### src/rtl/phy_pkg.sv
// Shared PHY constants used by the receive lane combiner and the transmit striper.
//   ComDefault    : idle/comma symbol sent on idle lanes
//   ActCntDefault : consecutive idle COM symbols that bring a lane up
//   calc_bpw()    : symbols per word for a given word/symbol width
package phy_pkg;

  localparam logic [7:0] ComDefault = 8'hBC;
  localparam int unsigned ActCntDefault = 4;

  function automatic int unsigned calc_bpw(input int unsigned word_w, input int unsigned sym_w);
    return word_w / sym_w;
  endfunction

endpackage

### src/rtl/phy_lane_word_fifo.sv
// Per-lane word FIFO that absorbs inter-lane skew ahead of the round-robin unstriper.
// Ports:
//   i_clk, i_reset : byte clock, synchronous active-high reset (clears pointers and count)
//   i_push, i_wdata: write one word; dropped when full unless a pop happens in the same cycle
//   i_pop          : remove the head word (ignored when empty)
//   o_rdata        : head word, valid whenever o_empty is low
//   o_full/o_empty : occupancy flags
//   o_overflow     : single-cycle pulse when a pushed word is dropped
module phy_lane_word_fifo #(
  parameter int unsigned WORD_W = 32,
  parameter int unsigned DEPTH  = 4
) (
  input  logic              i_clk,
  input  logic              i_reset,
  input  logic              i_push,
  input  logic [WORD_W-1:0] i_wdata,
  input  logic              i_pop,
  output logic [WORD_W-1:0] o_rdata,
  output logic              o_full,
  output logic              o_empty,
  output logic              o_overflow
);

  localparam int unsigned PtrW = (DEPTH > 1) ? $clog2(DEPTH) : 1;
  localparam int unsigned CntW = $clog2(DEPTH + 1);

  logic [WORD_W-1:0] r_mem [DEPTH];
  logic [PtrW-1:0]   r_wptr;
  logic [PtrW-1:0]   r_rptr;
  logic [CntW-1:0]   r_count;

  logic w_do_push;
  logic w_do_pop;

  assign o_full    = (r_count == CntW'(DEPTH));
  assign o_empty   = (r_count == '0);
  assign w_do_pop  = i_pop & ~o_empty;
  // A pop in the same cycle frees the slot, so a push on a full FIFO is then legal.
  assign w_do_push = i_push & (~o_full | w_do_pop);
  assign o_overflow = i_push & o_full & ~w_do_pop;
  assign o_rdata   = r_mem[r_rptr];

  function automatic logic [PtrW-1:0] ptr_inc(input logic [PtrW-1:0] ptr);
    return (ptr == PtrW'(DEPTH - 1)) ? '0 : ptr + 1'b1;
  endfunction

  always_ff @(posedge i_clk) begin
    if (i_reset) begin
      r_wptr  <= '0;
      r_rptr  <= '0;
      r_count <= '0;
    end else begin
      if (w_do_push) r_wptr <= ptr_inc(r_wptr);
      if (w_do_pop)  r_rptr <= ptr_inc(r_rptr);
      unique case ({w_do_push, w_do_pop})
        2'b10:   r_count <= r_count + 1'b1;
        2'b01:   r_count <= r_count - 1'b1;
        default: r_count <= r_count;
      endcase
    end
  end

  // Storage needs no reset: pointers and count define which entries are live.
  always_ff @(posedge i_clk) begin
    if (w_do_push) r_mem[r_wptr] <= i_wdata;
  end

endmodule

### src/rtl/phy_rx_lane_deskew.sv
// Receive-side lane combiner: per-lane activity detect, byte-to-word assembly,
// per-lane deskew FIFOs and round-robin unstriping into a single word stream.
// Ports:
//   clk_4f        : byte clock (single clock domain)
//   reset         : synchronous active-high reset, discards all partial and stored data
//   lane_data_in  : lane i symbol at [i*SYM_W +: SYM_W]
//   lane_valid_in : lane i symbol is data when 1, idle when 0
//   data_out      : unstriped word, holds its value while valid_out is low
//   valid_out     : data_out carries a new word this cycle
//   active        : per-lane activity flag, sticky until reset
//   skew_err      : sticky flag, set the cycle after any FIFO drops a word
module phy_rx_lane_deskew
  import phy_pkg::*;
#(
  parameter int unsigned      LANES      = 2,
  parameter int unsigned      SYM_W      = 8,
  parameter int unsigned      WORD_W     = 32,
  parameter int unsigned      SKEW_DEPTH = 4,
  parameter logic [SYM_W-1:0] COM        = SYM_W'(ComDefault),
  parameter int unsigned      ACT_CNT    = ActCntDefault
) (
  input  logic                   clk_4f,
  input  logic                   reset,
  input  logic [LANES*SYM_W-1:0] lane_data_in,
  input  logic [LANES-1:0]       lane_valid_in,
  output logic [WORD_W-1:0]      data_out,
  output logic                   valid_out,
  output logic [LANES-1:0]       active,
  output logic                   skew_err
);

  localparam int unsigned BPW  = calc_bpw(WORD_W, SYM_W);
  localparam int unsigned IdxW = (BPW > 1) ? $clog2(BPW) : 1;
  localparam int unsigned ActW = $clog2(ACT_CNT + 1);
  localparam int unsigned RrW  = (LANES > 1) ? $clog2(LANES) : 1;

  logic [WORD_W-1:0] w_fifo_rdata [LANES];
  logic [LANES-1:0]  w_empty;
  logic [LANES-1:0]  w_full;
  logic [LANES-1:0]  w_overflow;
  logic [LANES-1:0]  w_pop;

  logic [RrW-1:0]    r_rr;
  logic [RrW-1:0]    w_rr_next;
  logic              w_rr_ready;
  logic [WORD_W-1:0] r_data_out;
  logic              r_valid_out;
  logic              r_skew_err;

  // Full flags are informational only; overflow is reported by the FIFO directly.
  logic w_unused_full;
  assign w_unused_full = ^w_full;

  for (genvar gi = 0; gi < LANES; gi++) begin : g_lane
    logic [SYM_W-1:0]  w_sym;
    logic              w_is_com;
    logic              w_accept;
    logic              w_last;
    logic [ActW-1:0]   r_act_cnt;
    logic [ActW-1:0]   w_act_cnt_d;
    logic              r_active;
    logic [IdxW-1:0]   r_idx;
    logic [WORD_W-1:0] r_word;
    logic [WORD_W-1:0] w_word_d;
    logic              r_push;

    assign w_sym    = lane_data_in[gi*SYM_W +: SYM_W];
    assign w_is_com = ~lane_valid_in[gi] & (w_sym == COM);
    // Uses the registered flag, so the cycle that raises active accepts nothing.
    assign w_accept = r_active & lane_valid_in[gi];
    assign w_last   = (r_idx == IdxW'(BPW - 1));

    // Saturating run-length count of idle COM symbols; any other symbol restarts it.
    always_comb begin
      w_act_cnt_d = '0;
      if (w_is_com) begin
        w_act_cnt_d = (r_act_cnt == ActW'(ACT_CNT)) ? r_act_cnt : r_act_cnt + 1'b1;
      end
    end

    // First accepted symbol of a word lands in the MSBs.
    always_comb begin
      w_word_d = r_word;
      for (int b = 0; b < BPW; b++) begin
        if (r_idx == IdxW'(b)) w_word_d[(BPW-1-b)*SYM_W +: SYM_W] = w_sym;
      end
    end

    always_ff @(posedge clk_4f) begin
      if (reset) begin
        r_act_cnt <= '0;
        r_active  <= 1'b0;
        r_idx     <= '0;
        r_word    <= '0;
        r_push    <= 1'b0;
      end else begin
        r_act_cnt <= w_act_cnt_d;
        r_active  <= r_active | (w_act_cnt_d == ActW'(ACT_CNT));
        r_push    <= w_accept & w_last;
        if (w_accept) begin
          r_word <= w_word_d;
          r_idx  <= w_last ? '0 : r_idx + 1'b1;
        end
      end
    end

    assign active[gi] = r_active;

    // r_word still holds the completed word during the push cycle: the next symbol
    // of the lane can only overwrite it on the same edge that the FIFO samples it.
    phy_lane_word_fifo #(
      .WORD_W (WORD_W),
      .DEPTH  (SKEW_DEPTH)
    ) u_fifo (
      .i_clk      (clk_4f),
      .i_reset    (reset),
      .i_push     (r_push),
      .i_wdata    (r_word),
      .i_pop      (w_pop[gi]),
      .o_rdata    (w_fifo_rdata[gi]),
      .o_full     (w_full[gi]),
      .o_empty    (w_empty[gi]),
      .o_overflow (w_overflow[gi])
    );
  end

  // Round-robin unstripe: wait on the selected lane, never skip it. Waiting here is
  // what realigns lanes that arrive late.
  always_comb begin
    w_pop      = '0;
    w_rr_ready = ~w_empty[r_rr];
    w_pop[r_rr] = w_rr_ready;
    w_rr_next  = (r_rr == RrW'(LANES - 1)) ? '0 : r_rr + 1'b1;
  end

  always_ff @(posedge clk_4f) begin
    if (reset) begin
      r_rr        <= '0;
      r_data_out  <= '0;
      r_valid_out <= 1'b0;
      r_skew_err  <= 1'b0;
    end else begin
      r_valid_out <= w_rr_ready;
      if (w_rr_ready) begin
        r_data_out <= w_fifo_rdata[r_rr];
        r_rr       <= w_rr_next;
      end
      if (|w_overflow) r_skew_err <= 1'b1;
    end
  end

  assign data_out  = r_data_out;
  assign valid_out = r_valid_out;
  assign skew_err  = r_skew_err;

endmodule

### config.mk
export PLATFORM = sky130hd
export DESIGN_NAME = phy_rx_lane_deskew
export DESIGN_NICKNAME = d
export VERILOG_FILES = /design/src/rtl/phy_pkg.sv /design/src/rtl/phy_lane_word_fifo.sv /design/src/rtl/phy_rx_lane_deskew.sv
export SDC_FILE = /design/constraint.sdc
export NUM_CORES = 1
export LEC_CHECK = 0
export ABC_AREA = 0
export CAP_MARGIN = 0
export CORE_UTILIZATION = 54
export DETAILED_ROUTE_END_ITERATION = 10
export PLACE_DENSITY_LB_ADDON = 0.3
export RECOVER_POWER = 25
export SYNTH_ARGS = -nofsm -noshare
export SYNTH_HDL_FRONTEND = slang
export SYNTH_SLANG_ARGS = --single-unit
### constraint.sdc
create_clock -name clk_4f -period 2.2 [get_ports clk_4f]
set_input_delay 0.44 -clock clk_4f [delete_from_list [all_inputs] [get_ports clk_4f]]
set_output_delay 0.44 -clock clk_4f [all_outputs]
set_load 0.03 [all_outputs]
== After elaboration in Yosys (flattened, before gate mapping) ==
Memory sizes are Yosys's and may differ from the RTL's. A register that Yosys moved wholly into a read port is not among the register bits.
Index checks and enable logic that the tools add are counted.
Storage, ports and cells
  bits in latches: 0
  register bits after elaboration: 127
  memories: 2
  RAM bits: 256
  bits in read-only memories: 0
Memory list
  g_lane[0].u_fifo.r_mem: words 4, width 32, read ports 1, clocked after memory_dff 1, write ports 1, line phy_lane_word_fifo.sv:27  | logic [WORD_W-1:0] r_mem [DEPTH];
  g_lane[1].u_fifo.r_mem: words 4, width 32, read ports 1, clocked after memory_dff 1, write ports 1, line phy_lane_word_fifo.sv:27
Cells by class
  muxes and demuxes: 28
  multipliers: 0
  magnitude comparators: 3
  add/subtract/negate cells: 13
  div/mod/pow operators: 0
  shifts and indexed selects: 0
  equal/unequal tests: 22
  bitwise operators: 29
  reductions and logical operators: 16
Operator list (number)
  2-to-1 mux 32 bit: 3
  equality test 2 bit (second input constant): 10
  2-to-1 mux 2 bit: 10
  equality test 3 bit (second input constant): 6
  equality test 8 bit (second input constant): 2
  AND reduction 2 bit: 8
  bitwise AND 1 bit: 14
  adder 2 x 1 -> 2 bit (second input constant): 6
  adder 3 x 1 -> 3 bit (second input constant): 4
  2-to-1 mux 3 bit: 4
  one-hot mux 3 bit (2 select lines): 2
  NOT 1 bit: 9
  equality test 2 x 1 -> 1 bit (second input constant): 4
  2-to-1 mux 1 bit: 8
  logical NOT 3 bit: 2
  subtractor 3 x 1 -> 3 bit (second input constant): 2
  logical NOT 2 bit: 2
  OR 1 bit: 4
  nonzero test 2 bit: 2
  bitwise AND 2 bit: 1
  >= comparator 2 bit (second input constant): 1
  less-than comparator 1 x 2 -> 1 bit (second input constant): 1
  NOT 1 -> 2 bit: 1
  OR reduction 2 bit: 1
  4 further kinds: 4

== Logic depth before layout (Yosys ltp) ==
Gate-level depths: netlist (run 1).
  word-level depth: 10
  depth in mapped cells: 11

== Cells and area by module ==
From an unflattened synthesis (run 1), not the netlist that was laid out.
Second synthesis, totals
  cells, all modules: 927
  area, all modules: 14646.5 um2
By module, submodules not included
  phy_lane_word_fifo (g_lane[0].u_fifo): cells an instance 235, area each 5195.0 um2, times used 1, seq. area each 4023.9 um2
  phy_lane_word_fifo (g_lane[1].u_fifo): cells an instance 221, area each 5104.9 um2, times used 1, seq. area each 4023.9 um2
  phy_rx_lane_deskew: cells an instance 471, area each 4346.7 um2, times used 1, seq. area each 2262.2 um2

== Worst setup path after synthesis (run 1) ==
OpenSTA, ideal clock, no wires.
  path type: register to register
  start: register r_rr
  end: register g_lane[0].u_fifo.r_count[2]
  buffers on the path: 3
  stages on the path, launching flop included: 12
  arrival time: 2149 ps
  data required time: 2130 ps
  path slack: -19 ps
  path through: dfxtp_1 > buf_6 > or2_1 > buf_6 > buf_8 > inv_1 > ha_1 > inv_1 > fa_1 > xor2_1 > or3_1 > a21oi_1
Between the ends
  word-level cells in the longest chain between the ends: 10
Ends and longest elaborated chain
  start, declared: line phy_rx_lane_deskew.sv:43  | logic [RrW-1:0] r_rr;
  start signal, assigned: line phy_rx_lane_deskew.sv:146  | r_rr <= w_rr_next;
  less-than comparator 1 x 2 -> 1 bit (not written as such) or >= comparator 1 bit (tied branches): line phy_rx_lane_deskew.sv:132  | w_pop[r_rr] = w_rr_ready;
  logical AND 1 bit (not written as such): line phy_rx_lane_deskew.sv:132
  2-to-1 mux 1 bit (not written as such): line phy_rx_lane_deskew.sv:132
  demux 1 bit (select 1 bit): line phy_rx_lane_deskew.sv:132
  bitwise AND 2 bit (no line) (*)
  bitwise AND 1 bit (*): line phy_lane_word_fifo.sv:37  | assign w_do_pop = i_pop & ~o_empty;
  net g_lane[0].u_fifo.w_do_pop: line phy_lane_word_fifo.sv:33  | logic w_do_pop;
  OR 1 bit: line phy_lane_word_fifo.sv:39  | assign w_do_push = i_push & (~o_full | w_do_pop);
  bitwise AND 1 bit: line phy_lane_word_fifo.sv:39
  equality test 2 x 1 -> 1 bit or equality test 2 bit (tied branches): line phy_lane_word_fifo.sv:55  | unique case ({w_do_push, w_do_pop})
  one-hot mux 3 bit (2 select lines) or nonzero test 2 bit (tied branches)
  end signal, assigned: line phy_lane_word_fifo.sv:56  | 2'b10: r_count <= r_count + 1'b1;
  end signal, assigned: line phy_lane_word_fifo.sv:57  | 2'b01: r_count <= r_count - 1'b1;
  end signal, assigned: line phy_lane_word_fifo.sv:58  | default: r_count <= r_count;
  end, declared: line phy_lane_word_fifo.sv:30  | logic [CntW-1:0] r_count;
The timed path passes the listed nets; every way through them passes the cells marked *. The select of a mux whose other input is x is not followed.
A chain may end at the register's enable or synchronous reset.

== Worst setup path after layout (run 1) ==
  start: register r_data_out[9], in the netlist data_out[9]
  end: output data_out[9]
RTL lines
  start, declared: line phy_rx_lane_deskew.sv:46  | logic [WORD_W-1:0] r_data_out;
  start signal, assigned: line phy_rx_lane_deskew.sv:145  | r_data_out <= w_fifo_rdata[r_rr];
  end, declared: line phy_rx_lane_deskew.sv:26  | output logic [WORD_W-1:0] data_out,
No word-level cell between the ends.

==> reports/results.tsv, run 1 <==
stage	metric	value	unit
cells_and_area	Reg area	10310	µm²
sta	Tcrit/Tclk final	94.17	%
synthesis	area leader, netlist	edfxtp_1	
detailed_routing	Routed Antenna Nets	0	
detailed_routing	Post-Route WL	29.39	mm
setup_path	reg2reg setup slack	0.16	ns
cts	clock sinks	387	
sta	count of final setup violators	0	
global_route	initial antenna violation count	0	
setup_path	CP endpoint kind	primary output	
synthesis	Synth Flop Type	edfxtp_1	
sta	Hold WS	0.2895	ns
setup_path	worst reg2reg endpoint	g_lane[0].u_fifo.r_count[2]	
cells_and_area	# diodes	0	
synthesis	Post-synth EDFFs	256	
synthesis	register area share after synthesis	70.38	%
synthesis	Mapped Area	14650	µm²
sta	Fmax	482.7	MHz
sta	Final Hold Fails	0	
min_path	Hold Crit Class	primary input to flop	
flow_run	max cap viols	0	
cts	CTS Buf Count	38	
cts	Post-CTS Setup Bufs	0	
sta	Worst-Margin Slew	0.9705	ns
cells_and_area	area growth from synthesis to layout	16.08	%
synthesis	post-synth top area share	52.48	%
synthesis	Ys Warns	0	
setup_path	crit path to	data_out[9]	
setup_path	slowest stage delay, CP	0.70	ns
setup_path	CP Class	flop to primary output	
synthesis	syn nets	1020	
detailed_routing	DRC errors left	0	
cts	clk slew on worst S/H paths	0.06	ns
sta	Slew HR	35.16	%
cells_and_area	fraction of layout cells with a size suffix above 1	15.41	%
floorplanning	Die Area	27790	µm²
detailed_routing	Via Count	8210	
synthesis	Synth Area per Inst	15.02	µm²
setup_path	Worst R2R Path Depth	9	
global_route	vias in the first global route	8212	
cells_and_area	# fillers	1831	
placed_design	gpl congestion	0.7869	
global_route	largest net degree at the start of global routing	61	
floorplanning	Die Span Y	166.7	µm
floorplanning	core area	26350	µm²
synthesis	Synth cell types	49	
outcome	status	finished, final reports clean	
detailed_routing	Starting DRT DRC Count	638	
cts	worst-case clock buffer depth	3	
setup_path	Req. time, crit path	1.76	ns
setup_path	crit path launch type	flop	
setup_path	crit path DAT	1.63	ns
placed_design	Placed Instance Area	15710	µm²
synthesis	#FFs+latches synth	387	
global_route	Remaining Overflow, GRT	0	
setup_path	slowest CP cell	clkdlybuf4s50_1	
power_and_ir_drop	P_leak	5.014	nW
cts	CTS H-Tree Depth	2	
synthesis	top cells by count, synth	edfxtp_1, dfxtp_1, nand2_1, a21oi_1, nor2_1	
placed_design	DP Wirelength	18.10	mm
synthesis	top-count cell post-synth	edfxtp_1	
setup_path	Crit path depth	1	
min_path	Hold Crit Depth	2	
floorplanning	io pins	56	
setup_path	critical path peak fanout	2	
sta	clk_skew	0.01169	ns
cts	Clock Tree Root	clkbuf_16	
power_and_ir_drop	Peak VDD IR	0.8073	mV
cells_and_area	final design utilization	64.53	%
detailed_routing	vias per inst	5.814	
floorplanning	die width	166.7	µm
placed_design	port buffer count	55	
cts	TritonCTS clock tree	yes	
global_route	first-pass GRT wire length	46.08	mm
global_route	Total GRT Usage	21.81	%
sta	RSZ-0062 raised after global routing	no	
power_and_ir_drop	power per standard cell area	1035	nW/µm²
synthesis	synth top area cells	edfxtp_1, dfxtp_1, mux4_2	
sta	Tmin final	2.072	ns
synthesis	Async SR Flop Fraction	0	%
cells_and_area	post-route cell area	17010	µm²
cts	Clk Latency, worst-skew pair	0.52	ns
setup_path	CP delay by family, top	buffers and inverters	
setup_path	crit-path cells	clkdlybuf4s50_1	
synthesis	Mapped Cells	975	
setup_path	Buf+Inv Stages, Crit Path	1	
cells_and_area	multi-input logic area	3896	µm²
setup_path	CP startpoint	data_out[9]	
floorplanning	Initial Util	55.59	%
sta	setup TNS	0	ns
floorplanning	FP Rows	59	
cells_and_area	Final #Nets	1092	
detailed_routing	Detailed Routing Iterations Pass 1	5	
sta	Max Slew Vio Count	0	
detailed_routing	wire per inst	20.81	µm
setup_path	reg2reg start	g_lane[0].u_fifo.r_count[0]	
## through the flow
step / instances / setup slack [ns] / power [mW]
2_1_floorplan: 975 / 0.01988 / 10.33
5_1_grt: 1412 / 0.01158 / 18.24
3_3_place_gp: 1342 / 0.1609 / 11.14
6_report: 1412 / 0.1283 / 17.60
4_1_cts: 1412 / 0.03164 / 17.70
3_5_place_dp: 1342 / 0.09205 / 11.20
## layout make-up
type                    count  share of cell area, %
clock buffers              55                  6.880
flip-flops and latches    387                  60.65
well taps                 335                  2.465
repair buffers             90                  5.813
clock inverters            15                 0.7284
multi-input cells         505                  22.91
inverters                  25                 0.5518
## state kept, by name (all words and copies together) (netlist names), named ones only
name	cells
g_lane.u_fifo.r_mem	256
g_lane.r_word	64
data_out	32
g_lane.r_act_cnt	6
g_lane.u_fifo.r_count	6
g_lane.r_idx	4
g_lane.u_fifo.r_rptr	4
g_lane.u_fifo.r_wptr	4
g_lane.r_active	2
g_lane.r_push	2
r_rr	1
skew_err	1
valid_out	1
## cells by family (layout without fill, tap and decap cells)
family | Yosys count | count (layout) | share of synthesized area, %
xor+xnor | 4 | 4 | 0.2392
buf+inv | 83 | 185 | 3.109
flops | 387 | 387 | 70.38
fa+ha+maj | 25 | 25 | 2.238
simple gates | 285 | 285 | 8.806
mux | 72 | 72 | 10.61
compound gates | 119 | 119 | 4.621
## layout by cell type (no fill, tap or decap), drive strengths merged, types with 3 or more instances in the layout
master and count:
nand2 108, clkdlybuf4s50 53, nor3 39, mux4 64, mux2i 6, buf 36, nor2b 3, nor2 61
nand3 49, edfxtp 256, inv 25, clkinv 12, ha 23, or3 3, o22ai 32, a21oi 78
and2 11, clkbuf 55, dfxtp 131
## power breakdown
group / internal, mW / total [mW] / leakage (nW) / switching [mW]
registers: 8.00 / 8.27 / 2.98 / 0.278
logic: 1.11 / 2.80 / 1.39 / 1.69
clock network: 3.93 / 6.52 / 0.643 / 2.59
total: 13.0 / 17.6 / 5.01 / 4.56
## per-layer routing
metal / up-vias / global-route usage, % / routed length (µm)
met1: 4099 / 29.40 / 12330
met4: 0 / 9.098 / 1023
met5: - / 0 / 0
li1: 3784 / - / -
met2: 263 / 35.29 / 14280
met3: 64 / 3.826 / 1757
## worst min-delay path by stage
stage / from / to / slack (ns)
global route: reset / g_lane[1].u_fifo.r_wptr[1] / 0.28
CTS: reset / g_lane[1].u_fifo.r_wptr[1] / 0.28
finish: reset / g_lane[1].u_fifo.r_wptr[1] / 0.29
global placement: g_lane[1].u_fifo.r_rptr[0] / flop / 0.47
floorplan: g_lane[1].u_fifo.r_rptr[1] / flop / 0.45
detailed placement: data_out[21] / data_out[21] / 0.48
## timing repair
item                                    in CTS  in global routing
endpoints found under the setup margin       0                  2
hold buffers                                 0                  0
gates resized for setup                      0                  2
Note: power is estimated with default switching activity, not from simulation.
==> run 2: changes to the inputs <==
--- a/config.mk
+++ b/config.mk
@@ -8,7 +8,9 @@
 export ABC_AREA = 0
 export CAP_MARGIN = 0
 export CORE_UTILIZATION = 54
+export CTS_BUF_LIST = sky130_fd_sc_hd__clkbuf_4 sky130_fd_sc_hd__clkbuf_8 sky130_fd_sc_hd__clkbuf_16
 export DETAILED_ROUTE_END_ITERATION = 10
+export HOLD_SLACK_MARGIN = 0.12
 export PLACE_DENSITY_LB_ADDON = 0.3
 export RECOVER_POWER = 25
 export SYNTH_ARGS = -nofsm -noshare
==> reports/results.tsv, run 2 (synthesis results as in run 1) <==
stage	metric	value	unit	change
placed_design	DP Wirelength	18.10	mm	unchanged
cells_and_area	Largest register FFs	256		unchanged
cts	worst-case clock buffer depth	3		unchanged
power_and_ir_drop	Peak VDD IR	0.8529	mV	+5.6%
detailed_routing	Via Count	8218		+0.097%
setup_path	critical path peak fanout	5		+3
setup_path	crit path launch type	flop		
placed_design	post-placement setup slack	0.09205	ns	unchanged
cts	clk slew on worst S/H paths	0.06	ns	about the same
sta	setup TNS	0	ns	unchanged
cells_and_area	fraction of layout cells with a size suffix above 1	15.97	%	+0.56 points
flow_run	max cap viols	0		unchanged
detailed_routing	vias per inst	5.820		about the same
outcome	status	finished, final reports clean		
floorplanning	Initial Util	55.59	%	unchanged
cts	CTS Buf Count	38		unchanged
placed_design	gpl congestion	0.7869		unchanged
cells_and_area	area growth from synthesis to layout	16.24	%	
sta	setup slack after layout	0.1309	ns	+0.002512 ns
cells_and_area	Non-Filler Instances	1412		unchanged
cts	post-cts resize count	0		unchanged
placed_design	Placed Instance Area	15710	µm²	unchanged
sta	Max Slew Vio Count	0		unchanged
detailed_routing	wire per inst	20.82	µm	about the same
floorplanning	io pins	56		unchanged
cells_and_area	final design utilization	64.61	%	+0.085 points
global_route	largest net degree at the start of global routing	61		unchanged
sta	Tmin final	2.069	ns	-0.002512 ns
cells_and_area	Reg with most FFs	g_lane.u_fifo.r_mem		
cells_and_area	# diodes	0		unchanged
power_and_ir_drop	Pwr Total	17.67	mW	+0.38%
floorplanning	Die Span Y	166.7	µm	unchanged
placed_design	placed insts	1342		unchanged
global_route	initial antenna violation count	0		unchanged
setup_path	slowest CP cell	clkdlybuf4s50_1		
cells_and_area	leading cell type in the layout, fill and taps excluded	edfxtp_1		
sta	RSZ-0062 raised after global routing	no		
cts	hold_buf cts	0		unchanged
setup_path	crit-path cells	clkdlybuf4s50_1		
detailed_routing	Starting DRT DRC Count	741		+16%
sta	Tcrit/Tclk final	94.05	%	-0.11 points
cts	CTS H-Tree Depth	2		unchanged
setup_path	CP Class	flop to primary output		
cells_and_area	Final #Nets	1092		unchanged
power_and_ir_drop	power per standard cell area	1038	nW/µm²	+0.24%
cells_and_area	post-route cell area	17030	µm²	+0.13%
detailed_routing	Post-Route WL	29.40	mm	about the same
cts	TritonCTS clock tree	yes		
sta	clk_skew	0.01065	ns	-0.001045 ns
detailed_routing	DRC errors left	0		unchanged
setup_path	CP endpoint kind	primary output		
setup_path	slowest stage delay, CP	0.70	ns	about the same
floorplanning	FP Rows	59		unchanged
cts	clock sinks	387		unchanged
floorplanning	core area	26350	µm²	unchanged
cts	Clk Latency, worst-skew pair	0.52	ns	about the same
sta	Fmax	483.3	MHz	+0.12%
detailed_routing	Detailed Routing Iterations Pass 1	5		unchanged
setup_path	Req. time, crit path	1.76	ns	about the same
sta	count of final setup violators	0		unchanged
setup_path	crit path DAT	1.63	ns	about the same
cts	Clock Tree Root	clkbuf_16		
sta	Slew HR	35.08	%	-0.076 points
global_route	first-pass GRT wire length	45.99	mm	-0.20%
detailed_routing	Routed Antenna Nets	0		unchanged
sta	Hold WS	0.2900	ns	+0.0004970 ns
global_route	Total GRT Usage	21.71	%	-0.099 points
placed_design	port buffer count	55		unchanged
setup_path	CP delay by family, top	buffers and inverters		
global_route	vias in the first global route	8248		+0.44%
setup_path	Buf+Inv Stages, Crit Path	1		unchanged
sta	Final Hold Fails	0		unchanged
power_and_ir_drop	P_leak	5.034	nW	+0.41%
floorplanning	Die Area	27790	µm²	unchanged
cells_and_area	most frequent cells in the layout	edfxtp_1, dfxtp_1, nand2_1, a21oi_1, nor2_1		
cts	Post-CTS Setup Bufs	0		unchanged
global_route	Remaining Overflow, GRT	0		unchanged
floorplanning	die width	166.7	µm	unchanged
min_path	Hold Crit Class	primary input to flop		
sta	Worst-Margin Slew	0.9716	ns	+0.001136 ns
==> run 2: cell count changes in the layout (fill, tap and decap cells not counted) <==
cell and change:
clkbuf_1 -6, clkbuf_4 +6
==> run 2: metal layers <==
layer	up-vias	global-route usage, %	part of all wire (%)
met3	63	3.874	5.9
met2	271	35.09	48
met4	0	9.179	3.4
met5	-	0	0
li1	3783	-	-
met1	4101	29.21	42
==> run 2: power breakdown <==
part	leakage [nW]	switching [mW]	internal, mW
sequential	2.98	0.275	8.00
combinational	1.39	1.68	1.11
clock	0.664	2.59	4.01
total	5.03	4.55	13.1
==> run 2: cell type report <==
type | count | area (µm²)
sequential | 387 | 10310
fill | 1830 | 9326
multi-input combinational | 505 | 3896
clock buffer | 55 | 1192
timing repair buffer | 90 | 988.4
tap | 335 | 419.2
clock inverter | 15 | 123.9
inverter | 25 | 93.84
==> run 2: final timing paths <==
path                                             startpoint                     endpoint  slack [ns]  cells past startpoint
worst min-delay path                                  reset   g_lane[1].u_fifo.r_wptr[1]        0.29                      2
worst max-delay path                     g_lane[0].r_active                    active[0]        0.13                      1
worst min register to register   g_lane[1].u_fifo.r_rptr[0]                         flop        0.49                      2
worst max register to register  g_lane[0].u_fifo.r_count[0]  g_lane[0].u_fifo.r_count[2]        0.16                      9
